--- src/rtl/uart_tx_buffered.sv ---
// rtl/uart_tx_buffered.sv - FIFO-buffered UART transmitter; define UART_TX_PARITY_EN to enable the parity bit.
module uart_tx_buffered #(
    parameter int CLOCKS_PER_BIT  = 434,
    parameter int DATA_BITS       = 8,
    parameter int STOP_BITS       = 1,
    parameter int FIFO_DEPTH      = 16,
    parameter int CLOCK_CTR_WIDTH = 32
) (
    input  logic                          clk,
    input  logic                          rst,
    input  logic                          wr_en,
    input  logic [DATA_BITS-1:0]          wr_data,
    input  logic [1:0]                    parity_type,
    output logic                          full,
    output logic                          empty,
    output logic [$clog2(FIFO_DEPTH):0]   level,
    output logic                          busy,
    output logic                          tx_serial
);

    localparam int PTR_W = $clog2(FIFO_DEPTH);
    localparam int LVL_W = PTR_W + 1;
    localparam int IDX_W = $clog2(DATA_BITS);

    localparam logic [2:0] S_IDLE   = 3'd0;
    localparam logic [2:0] S_START  = 3'd1;
    localparam logic [2:0] S_DATA   = 3'd2;
    localparam logic [2:0] S_STOP   = 3'd4;
`ifdef UART_TX_PARITY_EN
    localparam logic [2:0] S_PARITY = 3'd3;
`endif

    logic [DATA_BITS-1:0]       mem [FIFO_DEPTH];
    logic [PTR_W-1:0]           wr_ptr;
    logic [PTR_W-1:0]           rd_ptr;
    logic [LVL_W-1:0]           count;
    logic [2:0]                 state;
    logic [CLOCK_CTR_WIDTH-1:0] clk_cnt;
    logic [IDX_W-1:0]           bit_idx;
    logic                       stop_idx;
    logic [DATA_BITS-1:0]       shreg;
    logic                       tx_q;
    logic                       push;
    logic                       pop;
    logic                       bit_end;
    logic                       stop_last;
    logic [DATA_BITS-1:0]       head;

    assign full      = (count == LVL_W'(FIFO_DEPTH));
    assign empty     = (count == '0);
    assign level     = count;
    assign busy      = (state != S_IDLE);
    assign tx_serial = tx_q;
    assign head      = mem[rd_ptr];

    // Writes are judged against the current full flag, so a pop in the same cycle cannot rescue them.
    assign push      = wr_en && !full;
    assign bit_end   = (clk_cnt == CLOCK_CTR_WIDTH'(CLOCKS_PER_BIT - 1));
    assign stop_last = bit_end && (stop_idx == 1'(STOP_BITS - 1));
    assign pop       = !empty && ((state == S_IDLE) || ((state == S_STOP) && stop_last));

`ifdef UART_TX_PARITY_EN
    logic par_en;
    logic par_bit;
    logic par_en_next;
    logic par_bit_next;

    assign par_en_next  = (parity_type == 2'd1) || (parity_type == 2'd2);
    assign par_bit_next = (^head) ^ (parity_type == 2'd1);
`else
    logic unused_parity;
    assign unused_parity = ^parity_type;
`endif

    always_ff @(posedge clk) begin
        if (push) begin
            mem[wr_ptr] <= wr_data;
        end
    end

    always_ff @(posedge clk or posedge rst) begin
        if (rst) begin
            wr_ptr <= '0;
            rd_ptr <= '0;
            count  <= '0;
        end else begin
            if (push) begin
                wr_ptr <= wr_ptr + PTR_W'(1);
            end
            if (pop) begin
                rd_ptr <= rd_ptr + PTR_W'(1);
            end
            count <= count + LVL_W'(push) - LVL_W'(pop);
        end
    end

    always_ff @(posedge clk or posedge rst) begin
        if (rst) begin
            state    <= S_IDLE;
            clk_cnt  <= '0;
            bit_idx  <= '0;
            stop_idx <= 1'b0;
            shreg    <= '0;
            tx_q     <= 1'b1;
`ifdef UART_TX_PARITY_EN
            par_en   <= 1'b0;
            par_bit  <= 1'b0;
`endif
        end else if (pop) begin
            // Loading a frame from IDLE or straight out of the last stop bit.
            state    <= S_START;
            clk_cnt  <= '0;
            shreg    <= head;
            tx_q     <= 1'b0;
`ifdef UART_TX_PARITY_EN
            par_en   <= par_en_next;
            par_bit  <= par_bit_next;
`endif
        end else begin
            case (state)
                S_IDLE: begin
                    clk_cnt <= '0;
                    tx_q    <= 1'b1;
                end
                S_START: begin
                    if (bit_end) begin
                        clk_cnt <= '0;
                        bit_idx <= '0;
                        state   <= S_DATA;
                        tx_q    <= shreg[0];
                    end else begin
                        clk_cnt <= clk_cnt + CLOCK_CTR_WIDTH'(1);
                    end
                end
                S_DATA: begin
                    if (bit_end) begin
                        clk_cnt <= '0;
                        if (bit_idx == IDX_W'(DATA_BITS - 1)) begin
`ifdef UART_TX_PARITY_EN
                            if (par_en) begin
                                state <= S_PARITY;
                                tx_q  <= par_bit;
                            end else begin
                                state    <= S_STOP;
                                stop_idx <= 1'b0;
                                tx_q     <= 1'b1;
                            end
`else
                            state    <= S_STOP;
                            stop_idx <= 1'b0;
                            tx_q     <= 1'b1;
`endif
                        end else begin
                            bit_idx <= bit_idx + IDX_W'(1);
                            shreg   <= shreg >> 1;
                            tx_q    <= shreg[1];
                        end
                    end else begin
                        clk_cnt <= clk_cnt + CLOCK_CTR_WIDTH'(1);
                    end
                end
`ifdef UART_TX_PARITY_EN
                S_PARITY: begin
                    if (bit_end) begin
                        clk_cnt  <= '0;
                        state    <= S_STOP;
                        stop_idx <= 1'b0;
                        tx_q     <= 1'b1;
                    end else begin
                        clk_cnt <= clk_cnt + CLOCK_CTR_WIDTH'(1);
                    end
                end
`endif
                S_STOP: begin
                    if (stop_last) begin
                        clk_cnt <= '0;
                        state   <= S_IDLE;
                        tx_q    <= 1'b1;
                    end else if (bit_end) begin
                        clk_cnt  <= '0;
                        stop_idx <= 1'b1;
                    end else begin
                        clk_cnt <= clk_cnt + CLOCK_CTR_WIDTH'(1);
                    end
                end
                default: begin
                    state   <= S_IDLE;
                    clk_cnt <= '0;
                    tx_q    <= 1'b1;
                end
            endcase
        end
    end

endmodule
--- config.mk ---
export PLATFORM = sky130hd
export DESIGN_NAME = uart_tx_buffered
export DESIGN_NICKNAME = d
export VERILOG_FILES = /design/src/rtl/uart_tx_buffered.sv
export SDC_FILE = /design/constraint.sdc
export NUM_CORES = 1
export LEC_CHECK = 0
export ABC_CLOCK_PERIOD_IN_PS = 8200
export BUFFER_PORTS_ARGS = -buffer_cell sky130_fd_sc_hd__clkbuf_2
export CAP_MARGIN = 20
export CELL_PAD_IN_SITES_DETAIL_PLACEMENT = 1
export CELL_PAD_IN_SITES_GLOBAL_PLACEMENT = 1
export CORE_MARGIN = 5
export CORE_UTILIZATION = 52
export CTS_CLUSTER_DIAMETER = 120
export DETAILED_ROUTE_END_ITERATION = 16
export GPL_TIMING_DRIVEN = 0
export PLACE_DENSITY = 0.88
export RECOVER_POWER = 100
export SYNTH_ARGS = -nofsm -noshare
export SYNTH_HDL_FRONTEND = slang
export SYNTH_SLANG_ARGS = --single-unit
--- constraint.sdc ---
create_clock -name clk -period 8.2 [get_ports clk]
set_clock_uncertainty 0.15 [all_clocks]
set_input_delay 1.64 -clock clk [delete_from_list [all_inputs] [get_ports clk]]
set_output_delay 1.64 -clock clk [all_outputs]
set_load 0.01 [all_outputs]
==> metrics <==
most common library cell in the layout ignoring fill and taps=sky130_fd_sc_hd__edfxtp_1; Post-Syn Instances=557; count of pins on the block boundary=22; run status=complete, but fails checks; Synth Warn #=0; 1st-iter DRT viols=417; clock input transition at the sequential cells of the worst setup and hold paths=0.08 ns; post-synthesis async set-or-reset flop share=32.3%; gpl congestion=0.872; area of the core=15300 µm²; top achievable clock speed=223 MHz; root buffer cell=sky130_fd_sc_hd__clkbuf_16; crit start category=register; power density over the cells=256 nW/µm²; worst slew margin relative to its limit=-45.6%; residual overflow from global routing=0; largest net degree at the start of global routing=41; endpoint of the most critical register-to-register path=level[4]; Worst IR Drop VDD=0.000195 V; hold path startpoint=clk_cnt[0]; count of nets left with antenna violations after detail routing=0; Num CTS Buffers=17; antenna violations before repair=0; Pleak=3.42 nW; Data required, critical path=8.39 ns; routed wire length per instance=25.2 µm; number of nets in the layout=629; Worst EP arrival=4.67 ns; share of the yosys chip area belonging to registers=65.8%; Synth Register Bits=189; number of setup violations in the final report=0; layout-stage area growth over the synthesis result=12.3%; transition at the pin with the smallest max-transition slack=2.18 ns; number of flops mapped to enable cells by yosys=128; CTS H-tree lvls=4; overall die area=18300 µm²; clk_lat worst skew=0.46 ns; predominant post-synthesis flop cell=sky130_fd_sc_hd__edfxtp_1; RR Startpoint=clk_cnt[9]; switching share of power=29.8%; hold_buf cts=0; switching power summed over all nets=0.000699 W; buffers inserted during post-CTS setup optimization=0; accumulated negative setup slack=0 ns; fin crit share=54.6%; most frequent cells in the layout=sky130_fd_sc_hd__edfxtp_1, sky130_fd_sc_hd__dfrtp_1, sky130_fd_sc_hd__nor2_1; final hold viol count=0; CTS-repair resized insts=0; total chip power=0.00235 W; worst-path maximum fanout=9; total via count in the routed design=5033; CTS tree=built; element type at the critical path end=register; minimum period implied by the final worst setup slack=4.48 ns; ratio of cells with drive above 1 in the final layout=10.8%; number of placement rows=45; count of pins over their slew limit=41; hold endpoint=clk_cnt[0]; RSZ-0062 raised after global routing=false; number of vias per cell after detailed routing=6.11; worst hold path type=reg -> reg; critical path start-end classification=reg -> reg; worst-case register-to-register setup slack=3.72 ns; DRC violation count after routing=0; routed wire length=20700 µm; vias in the first global route=5462; Buffers on Ports=19; global-route wire length before repair=32500 µm; Flop pwr share=49.3%; first-pass detailed-route iteration total=5; mean post-synth cell area=14.7 µm²; cell depth of the worst min-delay path=1; number of diodes added for antenna fixing=0; Die Y-Extent=135 µm; worst reg2reg path depth=15; final-layout fill cell count=1473; portion of total power attributed to combinational logic=12.4%; width of the die=135 µm; number of nets in the synthesized netlist=586; design internal power=0.00165 W; effective utilization at floorplan=53.3%; DP HPWL=13300 µm; number of buffers on the longest clock path=2; failing checks=capacitance limit, slew limit; clk sinks=189; number of max-capacitance violations reported=1; clock network fraction of total power=38.3%; post-synthesis cell area=8160 µm²; global-route usage over all layers=23.9%; number of distinct library cells after synthesis=50
-- flip-flops by register name, summed over array words and instances (netlist names) --
signal / flops
bit_idx: 3
clk_cnt: 32
level: 5
mem: 128
rd_ptr: 4
shreg: 8
state: 3
stop_idx: 1
tx_serial: 1
wr_ptr: 4
-- per-layer routing --
metal	wire [µm]	vias to the layer above	global-route usage, %
met5	0	-	0
met4	577	0	8.90
met1	7950	2624	28.4
met2	11200	185	42.9
met3	991	36	4.98
li1	-	2188	-
-- worst max-delay path, cell delays in order, from the launching register on --
cell	delay [ns]
sky130_fd_sc_hd__dfrtp_1	0.43
sky130_fd_sc_hd__nor4_1	0.40
sky130_fd_sc_hd__nand4_1	0.33
sky130_fd_sc_hd__o31ai_1	0.83
sky130_fd_sc_hd__nand2_1	0.50
sky130_fd_sc_hd__inv_1	0.34
sky130_fd_sc_hd__ha_1	0.28
sky130_fd_sc_hd__inv_1	0.07
sky130_fd_sc_hd__ha_1	0.17
sky130_fd_sc_hd__inv_1	0.06
sky130_fd_sc_hd__fa_1	0.42
sky130_fd_sc_hd__inv_1	0.08
sky130_fd_sc_hd__a21oi_1	0.06
sky130_fd_sc_hd__nor2_1	0.09
sky130_fd_sc_hd__nor2_1	0.06
sky130_fd_sc_hd__xnor2_1	0.11
-- area by class of cell --
type	count	area (µm²)	area share, %
buffer	24	110	1.20
clock buffer	17	425	4.64
clock inverter	15	228	2.48
inverter	33	124	1.35
multi-input combinational	311	2550	27.8
sequential	189	5370	58.6
tap	211	264	2.88
timing repair buffer	24	93.8	1.02
-- cells in the mapped netlist (all sizes together), types with 2 or more instances --
| library cell | count | area [µm²] |
|---|---|---|
| mux4 | 22 | 495 |
| dfrtp | 60 | 1500 |
| mux2i | 37 | 370 |
| nor2 | 42 | 158 |
| nand4 | 9 | 62.6 |
| edfxtp | 128 | 3840 |
| o21ai | 10 | 50.1 |
| or3 | 7 | 43.8 |
| nor3 | 9 | 45.0 |
| o31ai | 4 | 30.0 |
| xor2 | 3 | 26.3 |
| clkbuf | 16 | 60.1 |
| a221oi | 17 | 149 |
| and3 | 2 | 12.5 |
| nor4 | 19 | 119 |
| and4 | 3 | 26.3 |
| ha | 15 | 188 |
| nand2 | 18 | 70.1 |
| xnor2 | 33 | 289 |
| a31oi | 2 | 12.5 |
| nor4b | 4 | 35.0 |
| inv | 32 | 120 |
| nand2b | 2 | 12.5 |
| a21oi | 8 | 40.0 |
| buf | 8 | 50.0 |
| nor2b | 3 | 18.8 |
| o21a | 7 | 52.6 |
| and2 | 9 | 56.3 |
| nand3 | 12 | 60.1 |
-- worst max-delay path by stage --
| stage | from | end | slack (ns) | depth (start not counted) |
|---|---|---|---|---|
| 3_5_place_dp | wr_en | level[4] | 4.02 | 14 |
| 2_1_floorplan | wr_en | level[4] | 4.55 | 13 |
| 6_report | clk_cnt[9] | level[4] | 3.72 | 15 |
| 3_3_place_gp | wr_en | mem[1][5] | 3.77 | 5 |
| 4_1_cts | clk_cnt[20] | level[4] | 3.92 | 15 |
| 5_1_grt | clk_cnt[9] | level[4] | 3.32 | 15 |
-- stage by stage --
| step | cells | hold WS, ns | utilization (%) | setup WS (ns) | cell area, µm² |
|---|---|---|---|---|---|
| after floorplan | 557 | 0.315 | - | 4.55 | 8160 |
| after global placement | 787 | 0.339 | 55.7 | 3.77 | 8520 |
| after detailed placement | 792 | 0.354 | 56.1 | 4.02 | 8600 |
| after CTS | 824 | 0.399 | 60.4 | 3.92 | 9250 |
| after global routing | 824 | 0.412 | 59.9 | 3.32 | 9170 |
| final | 824 | 0.394 | 59.9 | 3.72 | 9170 |
-- power groups by stage --
stage / Sequential, W / Combinational (W) / Clock [W]
final: 0.00116 / 0.000290 / 0.000899
after global routing: 0.00117 / 0.000316 / 0.000955
after CTS: 0.00116 / 0.000306 / 0.000900
after detailed placement: 0.00117 / 0.000293 / 0
after global placement: 0.00116 / 0.000254 / 0
after floorplan: 0.00116 / 0.000177 / 0
-- cell families after synthesis --
| family | synth area share (%) |
|---|---|
| simple gates | 9.27 |
| fa+ha+maj | 2.54 |
| buf+inv | 2.87 |
| compound gates | 4.92 |
| mux | 10.7 |
| flops | 65.8 |
| xor+xnor | 3.86 |
No activity file was read; power rests on OpenSTA's default activity.
